### src/rtl/r5p_bus_pkg.sv
// R5P system bus shared types and round-robin helper.
// Provides bus_req_t at default widths and rr_grant() for up to 8 ports.
package r5p_bus_pkg;

  localparam int BUS_AW = 15;
  localparam int BUS_DW = 32;
  localparam int BUS_BW = BUS_DW / 8;
  localparam int RR_MAXN = 8;

  typedef struct packed {
    logic              wen;
    logic [BUS_AW-1:0] adr;
    logic [BUS_BW-1:0] ben;
    logic [BUS_DW-1:0] wdt;
  } bus_req_t;

  // One-hot grant of the first requester found scanning
  // ptr, ptr+1, ... modulo n.
  function automatic logic [RR_MAXN-1:0] rr_grant(
    input logic [RR_MAXN-1:0] req,
    input logic [2:0]         ptr,
    input int unsigned        n
  );
    logic [RR_MAXN-1:0] g;
    logic               found;
    int unsigned        j;
    g     = '0;
    found = 1'b0;
    for (int unsigned k = 0; k < RR_MAXN; k++) begin
      j = (32'(ptr) + k) % n;
      if (k < n && !found && req[j[2:0]]) begin
        g[j[2:0]] = 1'b1;
        found     = 1'b1;
      end
    end
    return g;
  endfunction

endpackage

### src/rtl/r5p_bus_arb_if.sv
// R5P vld/rdy bus bundle, N ports wide, flattened per-port fields.
// master drives vld/wen/adr/ben/wdt; slave returns rdy/rdt.
interface r5p_bus_arb_if #(
  parameter int N  = 1,
  parameter int AW = 15,
  parameter int DW = 32
);
  localparam int BW = DW / 8;

  logic [N-1:0]    vld;
  logic [N-1:0]    wen;
  logic [N*AW-1:0] adr;
  logic [N*BW-1:0] ben;
  logic [N*DW-1:0] wdt;
  logic [N*DW-1:0] rdt;
  logic [N-1:0]    rdy;

  modport master (
    output vld, wen, adr, ben, wdt,
    input  rdt, rdy
  );

  modport slave (
    input  vld, wen, adr, ben, wdt,
    output rdt, rdy
  );

endinterface

### src/rtl/r5p_bus_arb_rr.sv
// Round-robin grant with stall lock for r5p_bus_arb.
// Ports: req/rdy in, one-hot gnt and its index out.
module r5p_bus_arb_rr
  import r5p_bus_pkg::*;
#(
  parameter int BN = 2,
  parameter int IW = $clog2(BN)
) (
  input  logic          clk,
  input  logic          rst_n,
  input  logic [BN-1:0] req,
  input  logic          rdy,
  output logic [BN-1:0] gnt,
  output logic [IW-1:0] idx
);

  logic [IW-1:0]      ptr_q, ptr_d;
  logic [IW-1:0]      own_q, own_d;
  logic               lock_q, lock_d;
  logic [RR_MAXN-1:0] rr_all;
  logic               hs;

  assign rr_all = rr_grant(RR_MAXN'(req), 3'(ptr_q), BN);
  assign hs     = (|req) & rdy;

  always_comb begin
    gnt    = lock_q ? (BN'(1) << own_q) : rr_all[BN-1:0];
    idx    = '0;
    for (int i = 0; i < BN; i++) begin
      if (gnt[i]) idx = IW'(i);
    end
    ptr_d  = ptr_q;
    own_d  = own_q;
    lock_d = lock_q;
    if (hs) begin
      lock_d = 1'b0;
      ptr_d  = (idx == IW'(BN - 1)) ? '0 : idx + 1'b1;
    end else if (|req) begin
      // Stalled request keeps the bus until it completes.
      lock_d = 1'b1;
      own_d  = idx;
    end
  end

  always_ff @(posedge clk or negedge rst_n) begin
    if (!rst_n) begin
      ptr_q  <= '0;
      own_q  <= '0;
      lock_q <= 1'b0;
    end else begin
      ptr_q  <= ptr_d;
      own_q  <= own_d;
      lock_q <= lock_d;
    end
  end

  a_gnt_oh: assert property (
    @(posedge clk) disable iff (!rst_n)
    $onehot0(gnt));

  a_lock: assert property (
    @(posedge clk) disable iff (!rst_n)
    lock_q && !hs |=> lock_q && own_q == $past(own_q));

endmodule

### src/rtl/r5p_bus_arb.sv
// BN-initiator to 1-responder R5P bus arbiter.
// Ports: clk, rst_n, s (initiators, slave side), m (responder, master side).
module r5p_bus_arb
  import r5p_bus_pkg::*;
#(
  parameter int BN  = 2,
  parameter int AW  = BUS_AW,
  parameter int DW  = BUS_DW,
  parameter int DLY = 1
) (
  input logic           clk,
  input logic           rst_n,
  r5p_bus_arb_if.slave  s,
  r5p_bus_arb_if.master m
);

  localparam int BW = DW / 8;
  localparam int IW = $clog2(BN);

  typedef struct packed {
    logic          wen;
    logic [AW-1:0] adr;
    logic [BW-1:0] ben;
    logic [DW-1:0] wdt;
  } req_t;

  logic [BN-1:0]    gnt;
  logic [IW-1:0]    gnt_idx;
  logic             mvld;
  logic             hs;
  req_t             req;
  logic             rd_push;
  logic             ret_vld;
  logic [IW-1:0]    ret_idx;
  logic [BN*DW-1:0] rdt;

  assign mvld = |s.vld;
  assign hs   = mvld & m.rdy;

  r5p_bus_arb_rr #(
    .BN (BN),
    .IW (IW)
  ) u_rr (
    .clk   (clk),
    .rst_n (rst_n),
    .req   (s.vld),
    .rdy   (m.rdy),
    .gnt   (gnt),
    .idx   (gnt_idx)
  );

  always_comb begin
    req = '0;
    for (int i = 0; i < BN; i++) begin
      if (gnt[i]) begin
        req.wen = s.wen[i];
        req.adr = s.adr[i*AW +: AW];
        req.ben = s.ben[i*BW +: BW];
        req.wdt = s.wdt[i*DW +: DW];
      end
    end
  end

  assign m.vld = mvld;
  assign m.wen = req.wen;
  assign m.adr = req.adr;
  assign m.ben = req.ben;
  assign m.wdt = req.wdt;
  assign s.rdy = {BN{m.rdy}} & gnt;

  assign rd_push = hs & ~req.wen;

  if (DLY == 0) begin : g_ret0
    assign ret_vld = rd_push;
    assign ret_idx = gnt_idx;
  end else begin : g_retp
    logic [DLY-1:0] vld_q, vld_d;
    logic [IW-1:0]  idx_q [DLY];
    logic [IW-1:0]  idx_d [DLY];

    always_comb begin
      vld_d    = DLY'({vld_q, rd_push});
      idx_d[0] = gnt_idx;
      for (int k = 1; k < DLY; k++) begin
        idx_d[k] = idx_q[k-1];
      end
    end

    always_ff @(posedge clk or negedge rst_n) begin
      if (!rst_n) begin
        vld_q <= '0;
        for (int k = 0; k < DLY; k++) begin
          idx_q[k] <= '0;
        end
      end else begin
        vld_q <= vld_d;
        idx_q <= idx_d;
      end
    end

    assign ret_vld = vld_q[DLY-1];
    assign ret_idx = idx_q[DLY-1];
  end

  always_comb begin
    rdt = '0;
    for (int i = 0; i < BN; i++) begin
      if (ret_vld && ret_idx == IW'(i)) begin
        rdt[i*DW +: DW] = m.rdt;
      end
    end
  end

  assign s.rdt = rdt;

  a_rdy_req: assert property (
    @(posedge clk) disable iff (!rst_n)
    (s.rdy & ~s.vld) == '0);

endmodule

### src/flat_wrapper.sv
// flat-port wrapper written by rule: the top's interface ports become plain ports
module r5p_bus_arb_flat import r5p_bus_pkg::*;
#(
  parameter int BN  = 2,
  parameter int AW  = BUS_AW,
  parameter int DW  = BUS_DW,
  parameter int DLY = 1
)
  (clk, rst_n, s_vld, s_wen, s_adr, s_ben, s_wdt, s_rdt, s_rdy, m_vld, m_wen, m_adr, m_ben, m_wdt, m_rdt, m_rdy);
  r5p_bus_arb_if #(.N(2), .AW(AW), .DW(DW)) s_i ();
  r5p_bus_arb_if #(.N(1), .AW(AW), .DW(DW)) m_i ();
  input logic clk;
  input logic rst_n;
  input wire logic [$bits(s_i.vld)-1:0] s_vld;
  input wire logic [$bits(s_i.wen)-1:0] s_wen;
  input wire logic [$bits(s_i.adr)-1:0] s_adr;
  input wire logic [$bits(s_i.ben)-1:0] s_ben;
  input wire logic [$bits(s_i.wdt)-1:0] s_wdt;
  output wire logic [$bits(s_i.rdt)-1:0] s_rdt;
  output wire logic [$bits(s_i.rdy)-1:0] s_rdy;
  output wire logic [$bits(m_i.vld)-1:0] m_vld;
  output wire logic [$bits(m_i.wen)-1:0] m_wen;
  output wire logic [$bits(m_i.adr)-1:0] m_adr;
  output wire logic [$bits(m_i.ben)-1:0] m_ben;
  output wire logic [$bits(m_i.wdt)-1:0] m_wdt;
  input wire logic [$bits(m_i.rdt)-1:0] m_rdt;
  input wire logic [$bits(m_i.rdy)-1:0] m_rdy;
  assign s_i.vld = s_vld;
  assign s_i.wen = s_wen;
  assign s_i.adr = s_adr;
  assign s_i.ben = s_ben;
  assign s_i.wdt = s_wdt;
  assign s_rdt = s_i.rdt;
  assign s_rdy = s_i.rdy;
  assign m_vld = m_i.vld;
  assign m_wen = m_i.wen;
  assign m_adr = m_i.adr;
  assign m_ben = m_i.ben;
  assign m_wdt = m_i.wdt;
  assign m_i.rdt = m_rdt;
  assign m_i.rdy = m_rdy;
  r5p_bus_arb #(.BN(BN), .AW(AW), .DW(DW), .DLY(DLY)) u_core (.clk(clk), .rst_n(rst_n), .s(s_i), .m(m_i));
endmodule
### config.mk
export PLATFORM = sky130hd
export DESIGN_NAME = r5p_bus_arb_flat
export DESIGN_NICKNAME = d
export VERILOG_FILES = /design/src/rtl/r5p_bus_pkg.sv /design/src/rtl/r5p_bus_arb_if.sv /design/src/rtl/r5p_bus_arb_rr.sv /design/src/rtl/r5p_bus_arb.sv /design/src/flat_wrapper.sv
export SDC_FILE = /design/constraint.sdc
export NUM_CORES = 1
export LEC_CHECK = 0
export BUFFER_PORTS_ARGS = -buffer_cell sky130_fd_sc_hd__buf_2
export CAP_MARGIN = 15
export CELL_PAD_IN_SITES_DETAIL_PLACEMENT = 0
export CELL_PAD_IN_SITES_GLOBAL_PLACEMENT = 1
export CORE_AREA = 2 2 101 103
export CTS_BUF_LIST = sky130_fd_sc_hd__clkbuf_2
export DETAILED_ROUTE_END_ITERATION = 8
export DIE_AREA = 0 0 103 105
export PLACE_DENSITY_LB_ADDON = 0.1
export SETUP_SLACK_MARGIN = 0.15
export SLEW_MARGIN = 20
export SYNTH_ARGS = -nofsm -noshare
export SYNTH_HDL_FRONTEND = slang
export SYNTH_SLANG_ARGS = --single-unit
### constraint.sdc
create_clock -name clk -period 2.5 [get_ports clk]
set_clock_uncertainty 0.1 [all_clocks]
set_input_delay 0.25 -clock clk [delete_from_list [all_inputs] [get_ports clk]]
set_output_delay 0.25 -clock clk [all_outputs]
set_load 0.05 [all_outputs]
==> impl_results.md, run 1 <==
* Status: completed
* Max cap viols at 0
* Number of flops mapped to enable cells by yosys at 0
* CTS tree: yes
* Post-layout minimum cycle time at 2.11 ns
* Sink Count at 5
* Area after DPL at 2650 um^2
* HP Class: in -> reg
* Clock-pin slew on the worst setup and hold paths at 0.06 ns
* Power Dens Cells at 704 nW/um^2
* Arr. time, crit path at 1.76 ns
* Initial Util at 0.132
* H-tree levels at 1
* First-pass GRT wire length at 10500 um
* Num rows at 36
* RSZ-0062 raised after global routing: false
* Pin count of the biggest net entering global routing at 54
* Gr usage total at 0.122
* Chip height at 105 um
* Worst-Skew Late Latency at 0.23 ns
* IO buf count at 259
* Synth warn at 0
* Final #Nets at 554
* ANT cells at 0
* Distinct cells, synth at 21
* Fmax at 475 MHz
* Max Slew Vio Count at 0
* VDD IR-drop max at 287 uV
* Routed Antenna Nets at 0
* Final Setup Violations at 0
* Mapped Nets at 304
* Num CTS Buffers at 3
* Vias per cell at 4.14
* Dominant cells by area after synthesis: a22o_1 36%, and2_1 17%, and3_1 16%
* DP Worst Slack at 0.445 ns
* Multi-input gate area in the final layout at 995 um^2
* Setup ws final at 0.393 ns
* Largest area contributor in the netlist: a22o_1
* Number of global-route vias before repair at 2079
* Final Hold Vio Count at 0
* Syn Area/Cell at 7.78 um^2
* Worst-path fanout max at 46
* Core box area at 9640 um^2
* CTS Root Buffer Type: clkbuf_2
* Fillers at 1105
* Dominant synthesized flop cell: dfrtp_1
* Startpoint types: flip-flop
* Reg area at 125 um^2
* CP endpoint kind: output pin
* DRT iter0 DRCs at 72
* Asr flop ratio synth at 1.00
* Resize count post-CTS at 0
* CTS Buffer Depth at 2
* Die width at 103 um
* Drt pass-1 iters at 4
* DR DRC count at 0
* Crit-path slowest cell: dfrtp_1
* Mapped Cells at 163
* Util after Layout at 0.279
* Leakage power at 1.82 nW
* Post-route cell area at 2690 um^2
* Post-synth top area share at 0.359
* Number of synthesized register bits at 5
* Slowest Stage Delay on Critical Path at 0.41 ns
* Initial antenna violation count at 0
* Via count at 2258
* Worst Path Class, Setup: reg -> out
* I/O pins at 260
* Least-Margin Pin Slew at 0.320 ns
* Register area share after synthesis at 0.0986
* Total Neg Setup Slack at 0 ns
* Most frequent cell after synthesis: a22o_1
* Syn Std Cell Area at 1270 um^2
* Wire length per cell at 13.8 um
* Post-synth top cells: 52 x a22o_1, 34 x and2_1, 33 x and3_1
* GR Overflow Total at 0
* Period utilisation layout at 0.843
* Cells along the critical path: nand2b_1, o21ai_4, buf_12, a22o_1, buf_2
* Final WL at 7500 um
* HPWL after DPL at 6360 um
* Share of cells above drive strength 1 at 0.658
* Die area at 10800 um^2
* Slew headroom at 0.785
* Layout area overhead at 112%
* CP required at 2.15 ns
* GPL Wtd Cong at 0.875
==> worst max-delay path, delay by kind of cell (launching register included) <==
kind | cells | cell delay [ns]
buffers and inverters | 2 | 0.51
AND/OR/NAND/NOR | 1 | 0.19
flip-flops | 1 | 0.41
AO/OA/AOI/OAI | 2 | 0.40
==> worst paths after layout <==
check | from | end | slack [ns] | cells after the start
max | u_core.u_rr.lock_q$_DFFE_PN0P_ | m_wdt[15] | 0.39 | 5
min | s_wen[1] | u_core.g_retp.vld_q$_DFF_PN0_ | 0.14 | 2
max reg2reg | u_core.u_rr.ptr_q$_DFFE_PN0P_ | u_core.g_retp.vld_q$_DFF_PN0_ | 1.05 | 4
min reg2reg | u_core.u_rr.ptr_q$_DFFE_PN0P_ | u_core.u_rr.ptr_q$_DFFE_PN0P_ | 0.44 | 2
max in group asynchronous | rst_n | u_core.u_rr.own_q$_DFFE_PN0P_ | 1.91 | 2
min in group asynchronous | rst_n | u_core.g_retp.idx_q$_DFF_PN0_ | 0.26 | 2
==> layer usage <==
metal / track usage / vias to the layer above / share of wire / routed length [um]
met1: 0.125 / 988 / 0.35 / 2600
li1: - / 1112 / - / -
met4: 0.0338 / 0 / 0.022 / 164
met2: 0.245 / 145 / 0.54 / 4040
met3: 0.0167 / 13 / 0.092 / 693
met5: 0 / - / 0 / 0
==> metrics by stage <==
stage | power, W | hold slack (ns) | instances
global placement | 0.00184 | -0.0281 | 539
detailed placement | 0.00182 | -0.0256 | 539
global route | 0.00199 | 0.135 | 545
finish | 0.00189 | 0.144 | 545
floorplan | 0.00144 | -0.146 | 163
CTS | 0.00191 | 0.144 | 544
==> repair_timing <==
action | in CTS | in global routing
hold endpoints to repair | 5 | 0
setup buffers | 0 | 1
setup endpoints to repair | 0 | 45
hold buffers | 1 | 0
==> cells by family (layout without fill, tap and decap cells) <==
family | count (synthesis) | in the layout | synth area share
flops | 5 | 5 | 0.0986
buf+inv | 22 | 271 | 0.123
mux | 1 | 1 | 0.00888
compound gates | 59 | 59 | 0.399
simple gates | 76 | 76 | 0.370
==> sequential cells by signal, indices dropped and copies added (netlist names) <==
name / flops
u_core.g_retp.vld_q: 1
u_core.u_rr.own_q: 1
u_core.g_retp.idx_q: 1
u_core.u_rr.lock_q: 1
u_core.u_rr.ptr_q: 1
==> layout make-up <==
cell class	instances	share of cell area
well taps	133	0.0619
clock buffers	4	0.00745
repair buffers	266	0.512
inverters	1	0.00140
multi-input cells	136	0.370
flip-flops and latches	5	0.0466
==> cell usage in the layout, fill, tap and decap left out, types with 2 or more instances in the layout <==
cell type / Yosys / routed
buf_2: 2 / 259
a22o_1: 52 / 52
and2_1: 34 / 34
and3_1: 33 / 33
dfrtp_1: 5 / 5
clkbuf_2: 0 / 4
buf_4: 1 / 4
nor2b_1: 3 / 3
nand2_1: 3 / 3
o21ai_1: 2 / 2
buf_12: 0 / 2
==> where the power goes <==
| group | leakage, nW | internal, W | switching, W | total, W |
|---|---|---|---|---|
| registers | 0.0613 | 0.0000955 | 0.0000106 | 0.000106 |
| clock network | 0.0166 | 0.0000423 | 0.0000367 | 0.0000791 |
| logic | 1.75 | 0.000459 | 0.00125 | 0.00171 |
| total | 1.82 | 0.000597 | 0.00129 | 0.00189 |
Note: power is estimated with default switching activity, not from simulation.
==> run 2: changes to the inputs <==
ABC_AREA = 1   (was not set)
CORE_AREA = not set   (was 2 2 101 103)
CORE_MARGIN = 2   (was not set)
CORE_UTILIZATION = 14   (was not set)
DIE_AREA = not set   (was 0 0 103 105)
clock period = 2.1 ns   (was 2.5 ns; I/O delays follow)
==> run 2 against run 1 <==
  * Register-to-register slack worse by 0.27 ns
  * Non-clock buffer count is 6 higher
  * Routed wire length is 5.0% higher
  * Combinational power is 15% higher
  * Flip-flop and latch count stayed put
  * Sequential share of layout area is 0.68 points lower
  * First-iteration DRC count is 56% higher
==> impl_results.md, run 2 <==
* Dominant cells by area after synthesis: nand2_1 29%, nand3_1 18%, nor2_1 18%
* Number of synthesized register bits at 5 (unchanged)
* Period utilisation layout at 0.871
* Die area at 11200 um^2 (+3.8%)
* Startpoint types: flip-flop
* R2R setup slack at 0.78 ns (-0.27 ns)
* GR Overflow Total at 0 (unchanged)
* Mapped Cells at 306 (+88%)
* DP Worst Slack at 0.351 ns (-0.0945 ns)
* GPL Wtd Cong at 0.751 (-14%)
* Setup ws final at 0.272 ns (-0.121 ns)
* RSZ-0062 raised after global routing: true
* CP endpoint kind: output pin
* Final WL at 7870 um (+5.0%)
* Chip height at 106 um (+0.90%)
* Cell mode on critical path: nand2_1
* Slowest Stage Delay on Critical Path at 0.42 ns (about the same)
* HPWL after DPL at 6520 um (+2.4%)
* DR DRC count at 0 (unchanged)
* Number of global-route vias before repair at 2449 (+18%)
* Dominant synthesized flop cell: dfrtp_1
* HP Class: in -> reg
* Least-Margin Pin Slew at 0.327 ns (+0.00680 ns)
* Share of cells above drive strength 1 at 0.500 (-0.158)
* Sink Count at 5 (unchanged)
* Arr. time, crit path at 1.52 ns (-0.24 ns)
* I/O pins at 260 (unchanged)
* Syn Std Cell Area at 1460 um^2 (+15%)
* Util after Layout at 0.309 (+0.0305)
* Pin count of the biggest net entering global routing at 44 (-19%)
* Num rows at 37 (+2.8%)
* Post-route cell area at 3150 um^2 (+17%)
* CTS Root Buffer Type: clkbuf_2
* ANT cells at 0 (unchanged)
* Power Dens Cells at 690 nW/um^2 (-1.9%)
* Vias per cell at 3.98 (-4.0%)
* VDD IR-drop max at 280 uV (-2.6%)
* Final #Nets at 702 (+27%)
* Post-synth top cells: 111 x nand2_1, 69 x nor2_1, 52 x nand3_1
* Post-layout minimum cycle time at 1.83 ns
* Total Neg Setup Slack at 0 ns (unchanged)
* IO buf count at 259 (unchanged)
* Clock-pin slew on the worst setup and hold paths at 0.06 ns (about the same)
* H-tree levels at 1 (unchanged)
* First-pass GRT wire length at 11300 um (+8.0%)
* CP required at 1.79 ns (-0.36 ns)
* Crit-path slowest cell: dfrtp_1
* Slew headroom at 0.782 (-0.00310)
* Synth warn at 0 (unchanged)
* Routed Antenna Nets at 0 (unchanged)
* Initial antenna violation count at 0 (unchanged)
* Post-synth top area share at 0.286 (-0.0726)
* Asr flop ratio synth at 1.00 (unchanged)
* Most common cell after layout, fill and taps aside: buf_2
* Final Setup Violations at 0 (unchanged)
* Wire length per cell at 11.3 um (-18%)
* Worst-Skew Late Latency at 0.21 ns (-0.02 ns)
* Max cap viols at 0 (unchanged)
* Distinct cells, synth at 17 (-19%)
* Die width at 106 um (+2.9%)
* CTS tree: yes
* Syn Area/Cell at 4.76 um^2 (-39%)
* Layout area overhead at 116%
* Cells along the critical path: nor2_2, nand2_2, nand2_8, buf_4, nand2_1, nand2_1, buf_2
* Fmax at 547 MHz
* Worst Path Class, Setup: reg -> out
* Area after DPL at 2830 um^2 (+7.0%)
* Largest area contributor in the netlist: nand2_1
* Mapped Nets at 447 (+47%)
* Via count at 2768 (+23%)
* Final Hold Vio Count at 0 (unchanged)
* Max Slew Vio Count at 0 (unchanged)
* Most frequent cell after synthesis: nand2_1
* Core box area at 10200 um^2 (+5.7%)
* Status: completed
* Drt pass-1 iters at 4 (unchanged)
* Worst-path fanout max at 10 (-78%)
* Initial Util at 0.143 (+0.0113)
* DRT iter0 DRCs at 112 (+56%)
* Commonest cells after routing, fill and taps aside: 209 x buf_2, 111 x nand2_1, 69 x nor2_1
* Number of flops mapped to enable cells by yosys at 0 (unchanged)
* CTS Buffer Depth at 2 (unchanged)
* Gr usage total at 0.124 (+0.00220)
* Register area share after synthesis at 0.0860 (-0.0126)
* Leakage power at 2.19 nW (+20%)
* Num CTS Buffers at 3 (unchanged)
run 2: kinds of logic after synthesis:
family,Yosys count,synth area share
AO/OA/AOI/OAI,4,0.0163
buffers and inverters,60,0.227
flip-flops,5,0.0860
AND/OR/NAND/NOR,237,0.671
run 2: per-layer routing:
| layer | up-vias | track usage | share of wire |
|---|---|---|---|
| met5 | - | 0 | 0 |
| met4 | 0 | 0.0282 | 0.0061 |
| met3 | 2 | 0.0307 | 0.10 |
| met2 | 153 | 0.257 | 0.54 |
| met1 | 1187 | 0.121 | 0.36 |
| li1 | 1426 | - | - |
run 2: stage by stage:
stage | hold slack [ns] | std cells | power (W)
after CTS | 0.164 | 694 | 0.00201
after detailed placement | -0.0631 | 689 | 0.00188
after floorplan | -0.186 | 306 | 0.00146
after global placement | -0.0650 | 689 | 0.00189
after global routing | 0.159 | 696 | 0.00231
final | 0.171 | 696 | 0.00217
run 2: critical path, delay by kind of cell, from the launching register on:
family                 cells  cell delay (ns)
AND/OR/NAND/NOR            5             0.50
flip-flops                 1             0.42
buffers and inverters      2             0.40
run 2: repair_timing:
action | 4_1_cts | 5_1_grt
hold endpoints to repair | 5 | 0
gates resized for setup | 14 | 103
buffers inserted | 0 | 2
gates cloned | 0 | 0
endpoints found under the setup margin | 28 | 53
hold buffers | 1 | 0
pin swaps | 0 | 1
run 2: cell type report:
| type | instances | area [um^2] |
|---|---|---|
| clock buffers | 4 | 20.0 |
| flip-flops and latches | 5 | 125 |
| repair buffers | 272 | 1680 |
| inverters | 38 | 143 |
| multi-input cells | 241 | 1020 |
| well taps | 136 | 170 |
| fillers | 1186 | 7040 |
run 2: report_power, final:
part / internal (W) / switching, W / leakage (nW)
sequential: 0.000111 / 0.00000846 / 0.0597
clock: 0.0000504 / 0.0000376 / 0.0166
combinational: 0.000603 / 0.00136 / 2.11
run 2: path summary, 6_finish.rpt:
kind                       depth (start not counted)                            end                           start
min in group asynchronous                          2  u_core.u_rr.own_q$_DFFE_PN0P_                           rst_n
setup / recovery                                   7                       m_adr[9]  u_core.u_rr.lock_q$_DFFE_PN0P_
setup reg to reg                                   6  u_core.g_retp.vld_q$_DFF_PN0_  u_core.u_rr.lock_q$_DFFE_PN0P_
hold reg to reg                                    2  u_core.u_rr.ptr_q$_DFFE_PN0P_   u_core.u_rr.ptr_q$_DFFE_PN0P_
hold / removal                                     4  u_core.g_retp.vld_q$_DFF_PN0_                        s_wen[1]
max in group asynchronous                          2  u_core.g_retp.vld_q$_DFF_PN0_                           rst_n
